[src/rtl/bootmem_ctrl.sv]
// Boot memory with a protected ROM region and a reset-loaded RAM tail.
// ROM-region words can only be patched once after a two-write key sequence.
module bootmem_ctrl #(
    parameter int                       DATA_W    = 16,
    parameter int                       ADDR_W    = 4,
    parameter int                       DEPTH     = 11,
    parameter int                       ROM_WORDS = 7,
    parameter logic [DEPTH*DATA_W-1:0]  INIT      = {16'h0000, 16'h0000, 16'h0000, 16'h0008,
                                                     16'h4000, 16'h6007, 16'hB007, 16'hF400,
                                                     16'hF800, 16'h4000, 16'hF200},
    parameter logic [DATA_W-1:0]        KEY_A     = 16'h5A5A,
    parameter logic [DATA_W-1:0]        KEY_B     = 16'hC3C3
) (
    input  logic              clk,
    input  logic              rst,
    input  logic              cs,
    input  logic              we,
    input  logic [ADDR_W-1:0] addr,
    input  logic [DATA_W-1:0] din,
    output logic [DATA_W-1:0] dout,
    output logic              dout_valid,
    output logic              wr_err,
    output logic              unlocked
);

    typedef enum logic [1:0] {
        LOCKED   = 2'd0,
        KEY1     = 2'd1,
        UNLOCKED = 2'd2
    } state_t;

    // One extra bit so DEPTH == 2**ADDR_W still compares correctly.
    localparam logic [ADDR_W:0] DEPTH_L = (ADDR_W+1)'(DEPTH);
    localparam logic [ADDR_W:0] ROM_L   = (ADDR_W+1)'(ROM_WORDS);

    state_t            state_q, state_d;
    logic [DATA_W-1:0] mem_q [DEPTH];
    logic [DATA_W-1:0] mem_d [DEPTH];
    logic [DATA_W-1:0] dout_q, dout_d;
    logic              dout_valid_q, dout_valid_d;
    logic              wr_err_q, wr_err_d;
    logic              unlocked_q, unlocked_d;

    logic [ADDR_W:0]   addr_ext;
    logic              mapped;
    logic              in_rom;
    logic              wr_en;
    logic [DATA_W-1:0] rd_word;

    always_comb begin
        state_d      = state_q;
        mem_d        = mem_q;
        dout_d       = dout_q;
        dout_valid_d = 1'b0;
        wr_err_d     = 1'b0;
        wr_en        = 1'b0;
        rd_word      = '0;
        addr_ext     = {1'b0, addr};
        mapped       = (addr_ext < DEPTH_L);
        in_rom       = (addr_ext < ROM_L);

        for (int i = 0; i < DEPTH; i++) begin
            if (addr_ext == (ADDR_W+1)'(i)) begin
                rd_word = mem_q[i];
            end
        end

        if (cs) begin
            if (!we) begin
                dout_d       = mapped ? rd_word : '0;
                dout_valid_d = 1'b1;
            end else if (!mapped) begin
                wr_err_d = 1'b1;
            end else if (!in_rom) begin
                wr_en = 1'b1;
            end else begin
                // Key words are never stored; only the UNLOCKED write lands in memory.
                case (state_q)
                    LOCKED: begin
                        if (din == KEY_A) state_d  = KEY1;
                        else              wr_err_d = 1'b1;
                    end
                    KEY1: begin
                        if (din == KEY_B) begin
                            state_d = UNLOCKED;
                        end else begin
                            state_d  = LOCKED;
                            wr_err_d = 1'b1;
                        end
                    end
                    UNLOCKED: begin
                        wr_en   = 1'b1;
                        state_d = LOCKED;
                    end
                    default: state_d = LOCKED;
                endcase
            end
        end

        for (int i = 0; i < DEPTH; i++) begin
            if (wr_en && addr_ext == (ADDR_W+1)'(i)) begin
                mem_d[i] = din;
            end
        end

        unlocked_d = (state_d == UNLOCKED);
    end

    always_ff @(posedge clk or negedge rst) begin
        if (!rst) begin
            state_q      <= LOCKED;
            dout_q       <= '0;
            dout_valid_q <= 1'b0;
            wr_err_q     <= 1'b0;
            unlocked_q   <= 1'b0;
            for (int i = 0; i < DEPTH; i++) begin
                mem_q[i] <= INIT[i*DATA_W +: DATA_W];
            end
        end else begin
            state_q      <= state_d;
            dout_q       <= dout_d;
            dout_valid_q <= dout_valid_d;
            wr_err_q     <= wr_err_d;
            unlocked_q   <= unlocked_d;
            for (int i = 0; i < DEPTH; i++) begin
                mem_q[i] <= mem_d[i];
            end
        end
    end

    assign dout       = dout_q;
    assign dout_valid = dout_valid_q;
    assign wr_err     = wr_err_q;
    assign unlocked   = unlocked_q;

endmodule
[config.mk]
export PLATFORM = sky130hd
export DESIGN_NAME = bootmem_ctrl
export DESIGN_NICKNAME = d
export VERILOG_FILES = /design/src/rtl/bootmem_ctrl.sv
export SDC_FILE = /design/constraint.sdc
export NUM_CORES = 1
export LEC_CHECK = 0
export CAP_MARGIN = 20
export CORE_UTILIZATION = 55
export CTS_CLUSTER_DIAMETER = 80
export CTS_CLUSTER_SIZE = 24
export DETAILED_ROUTE_END_ITERATION = 10
export PLACE_DENSITY = 0.74
export SKIP_CTS_REPAIR_TIMING = 1
export SYNTH_ARGS = -nofsm -noshare
export SYNTH_HDL_FRONTEND = slang
export SYNTH_SLANG_ARGS = --single-unit
[constraint.sdc]
create_clock -name clk -period 2.76 [get_ports clk]
set_clock_uncertainty 0.2 [all_clocks]
set_input_delay 0.552 -clock clk [delete_from_list [all_inputs] [get_ports clk]]
set_output_delay 0.552 -clock clk [all_outputs]
set_load 0.05 [all_outputs]
* After elaboration in Yosys (flattened, before gate mapping)
Cells that the tools add are included.
Word-level totals: output and inout bits 19, logic and storage cells 81, register bits 197
Cells by class: equal/unequal tests 15, mux-type cells 33, reductions and logical operators 14, bitwise logic cells 1, magnitude comparators 2
Operators by type and width (count):
- two-way mux 16 bit | 12
- == test 16 x 15 -> 1 bit (second input constant) | 1
- == test 16 bit (second input constant) | 1
- == test 4 x 3 -> 1 bit (second input constant) | 4
- two-way mux 1 bit | 13
- == test 4 bit (second input constant) | 3
- two-way mux 2 bit | 6
- logical AND 1 bit | 11
- == test 4 x 2 -> 1 bit (second input constant) | 2
- == test 2 bit (second input constant) | 2
- == test 4 x 1 -> 1 bit (second input constant) | 1
- logical NOT 4 bit | 1
- less-than comparator 4 x 3 -> 1 bit (second input constant) | 1
- less-than comparator 4 bit (second input constant) | 1
- one-hot mux 2 bit (2 select lines) | 1
- == test 2 x 1 -> 1 bit (second input constant) | 1
- logical NOT 2 bit | 1
- one-hot mux 1 bit (2 select lines) | 1
- AND reduction 2 bit | 1
- inverter 1 bit | 1

* Logic depth before layout (Yosys ltp)
depth in word-level cells 13, depth in mapped cells 8, gate-level depth less buffers 4

* Worst setup path after synthesis
No wires, ideal clock.
path type input to register, start input port addr[1], end register mem_q[37] (netlist name), stages on the path 6, setup slack 0.414 ns, library setup time 0.125 ns, required time 2.435 ns, arrival time 2.022 ns, cells stage by stage buf_2 or2_2 clkbuf_2 nor3_4 buf_4 mux2_2
On the way: word-level cells in the longest chain between the ends 6
Ends and longest elaborated chain:
- from (decl) | line 18 | input logic [ADDR_W-1:0] addr,
- less-than comparator 4 x 3 -> 1 bit | line 60 | in_rom = (addr_ext < ROM_L);
- two-way mux 1 bit | line 74 | end else if (!in_rom) begin
- two-way mux 1 bit | line 72 | end else if (!mapped) begin
- two-way mux 1 bit | line 69 | if (!we) begin
- two-way mux 1 bit | line 68 | if (cs) begin
- logical AND 1 bit * | line 101 | if (wr_en && addr_ext == (ADDR_W+1)'(i)) begin
- to (signal, indexed assignment) | line 117 | mem_q[i] <= INIT[i*DATA_W +: DATA_W];
- to (signal, indexed assignment) | line 126 | mem_q[i] <= mem_d[i];
- to (decl) | line 37 | logic [DATA_W-1:0] mem_q [DEPTH];
Mark *: on every way between the ends. The rest lies on a longest branch, timed or not. A chain may end at the register's enable or synchronous reset.

* Final worst setup path
start input port addr[1], end register mem_q[149] (netlist name)
The elaborated chain is that of the path after synthesis.

==> flow_metrics.py <==
metrics = {
    "synthesis": {
        "synth_area_mm2": 0.009333,
        "synth_xor_area_share_pct": 0,
        "synth_nets": 750,
        "syn_avg_cell_area_um2": 12.85,
        "synth_common_cells": "dfrtp_1 (168), mux2_2 (149), clkbuf_1 (36)",
        "syn_inst": 726,
        "seq_area_frac_synth_pct": 53.21,
        "netlist.area_leader.share_pct": 45.05,
        "ys_types": 61,
        "postSynthRegisterBits": 197,
        "synth_fa_ha_area_share_pct": 0,
        "synth-async-reset-ratio_pct": 100.0,
        "synth-edff-count": 0,
        "synth.area.mux_share_pct": 23.37,
        "ys_warn_count": 0,
        "synth_most_common_cell": "dfrtp_1",
        "synth_top_family_by_area": "multiplexers",
        "synth_top_area_cell": "dfrtp_1",
        "ys_top_cells_by_area": "dfrtp_1 (45%), mux2_2 (18%), dfstp_2 (8.2%), mux2_1 (3.6%), nand2b_1 (1.5%)",
        "synthSimpleGateAreaFrac_pct": 7.883,
        "ys.flop_type": "dfrtp_1",
        "synth_compound_area_share_pct": 12.07,
    },
    "grt": {
        "grt_overflow": 0,
        "grtUsageTotal_pct": 30.49,
        "grt_pass1_wl_um": 40170,
        "antenna_found_initial": 0,
        "grt_pass1_vias": 7022,
        "grt_max_degree": 59,
    },
    "critical_path": {
        "worstPathMaxFanout": 13,
        "cp_num_buf_inv": 2,
        "end_kind": "flop",
        "critical_path.slowest_cell": "nor2b_1",
        "crit_family": "simple AND/OR/NAND/NOR gates",
        "worstSetupPathType": "in -> reg",
        "critical_path_arrival_ns": 2.63,
        "path_cells": "clkdlybuf4s50_1, nor2b_1, nand2_1, buf_4, mux2_2",
        "cp_slowest_stage_delay_ns": 0.84,
        "startpoint_type": "input port",
        "crit_required_ns": 2.88,
    },
    "power_and_ir_drop": {
        "p_sw_mw": 1.686,
        "power.share.clock_pct": 39.8,
        "power.share.sequential_pct": 47.7,
        "vdd_drop_max_v": 0.0004408,
        "power.density_mw_per_mm2": 609.1,
        "power_mw": 6.772,
        "p_leak_nw": 5.132,
        "p_int_mw": 5.087,
        "sw_frac_of_total_pct": 24.89,
        "power_frac_comb_pct": 12.5,
    },
    "clocking": {
        "clock-root-buffer": "clkbuf_16",
        "clockBufferDepth": 2,
        "clock_latency_ns": 0.43,
        "cts_buffers": 17,
        "cts.sinks": 197,
        "clkSlewWorstSetupHoldPaths_ns": 0.07,
        "cts_tree": "yes",
        "ctsHtreeMaxLevel": 4,
    },
    "drt": {
        "vias": 6679,
        "detail_route.wl_per_cell_um": 24.24,
        "drt_iter0_drc": 773,
        "firstDrtPassIters": 5,
        "totalWireLength_um": 25160,
        "ant_nets": 0,
        "via_per_inst": 6.434,
        "drc_errors": 0,
    },
    "sta": {
        "setup_tns_ns": 0,
        "drv_slew": 0,
        "rsz0062_at_grt": "false",
        "worst_slew_margin_rel_pct": 31.23,
        "tightest_slew_ns": 1.029,
        "period_share_pct": 91.08,
        "max_freq_mhz": 397.8,
        "hold_violations": 0,
        "finalSetupViolations": 0,
        "period_needed_ns": 2.514,
        "worst_slack_ns": 0.2462,
        "whs_ns": 0.2805,
    },
    "final_layout": {
        "instances_no_fill": 1038,
        "syn2layout_area_growth_pct": 19.13,
        "antenna_cells": 0,
        "nets": 829,
        "utilization_pct": 67.04,
        "drive_above_1_share_pct": 37.78,
        "final_cell_area_mm2": 0.01112,
    },
    "job": {
        "max-cap-violations": 0,
    },
    "place": {
        "dp_slack_ns": -0.1486,
        "place.gp.congestion": 0.8281,
        "dp_hpwl_um": 16760,
        "placed_area_mm2": 0.01047,
        "dp_cells": 1005,
        "portBuffers": 42,
    },
    "die": {
        "ios": 43,
        "fp-row-count": 47,
        "fp.dieW_um": 132.3,
        "die_area_mm2": 0.01749,
        "core_area_mm2": 0.01658,
        "initial_core_util_pct": 56.28,
        "die_h_um": 132.3,
    },
    "run_status": {
        "status": "complete, no violations",
    },
    "min_path": {
        "holdCritPathClass": "reg -> reg",
    },
}
## state kept, by name, indices dropped and copies added (netlist names)
register / cells
dout: 16
dout_valid: 1
mem_q: 176
state_q: 2
unlocked: 1
wr_err: 1
## layout by cell type, fill, tap and decap left out, types with 12 or more instances in the layout
cell type,Yosys,routed
dfstp_2,29,29
mux2_2,149,149
o21ai_0,23,23
clkbuf_16,0,17
nand2_1,33,33
nand2b_1,22,22
dfrtp_1,168,168
clkdlybuf4s50_1,0,40
buf_4,3,73
nor2_1,17,17
mux2_1,30,30
a21oi_1,17,17
mux2i_1,12,12
o221ai_1,14,14
## layout make-up
| type | instances | area [um2] |
|---|---|---|
| clock buffers | 21 | 470.5 |
| clock inverters | 11 | 171.4 |
| fillers | 1207 | 5465 |
| inverters | 4 | 15.01 |
| multi-input cells | 459 | 4043 |
| flip-flops and latches | 197 | 4966 |
| well taps | 220 | 275.3 |
| repair buffers | 126 | 1177 |
## cell families after synthesis
group	count (synthesis)
muxes	193
and+or+nand+nor	119
buffers and inverters	70
DFF	197
AOI/OAI and AO/OA	147
## worst min-delay path, stage by stage, from the launching register on
cell and delay, ns:
dfrtp_1 0.34, nand2_1 0.05, o21ai_0 0.06
## metal layers
metal / vias to the layer above / track usage, % / wire length (um)
met1: 3476 / 41.39 / 10690
met2: 276 / 48.30 / 12110
met3: 60 / 5.306 / 1448
met4: 0 / 13.73 / 913
met5: - / 0 / 0
li1: 2867 / - / -
## final timing paths
| kind | from | endpoint | slack (ns) | cells past startpoint |
|---|---|---|---|---|
| max in group asynchronous | rst | mem_q[78]$_DFFE_PN1P_ | 1.10 | 3 |
| min in group asynchronous | rst | dout[15]$_DFFE_PN0P_ | 0.47 | 2 |
| min | dout[4]$_DFFE_PN0P_ | dout[4]$_DFFE_PN0P_ | 0.28 | 2 |
| max reg2reg | state_q[0]$_DFF_PN0_ | mem_q[101]$_DFFE_PN0P_ | 0.42 | 5 |
| max | addr[1] | mem_q[149]$_DFFE_PN0P_ | 0.25 | 5 |
| min reg2reg | dout[4]$_DFFE_PN0P_ | dout[4]$_DFFE_PN0P_ | 0.28 | 2 |
## power by group through the flow
stage | clock, mW | sequential, mW | combinational (mW)
global route | 2.82 | 3.25 | 0.910
CTS | 2.70 | 3.23 | 0.848
detailed placement | 0 | 3.28 | 0.842
global placement | 0 | 3.26 | 0.815
finish | 2.70 | 3.23 | 0.849
floorplan | 0 | 3.32 | 0.417
Note: power is estimated with default switching activity, not from simulation.
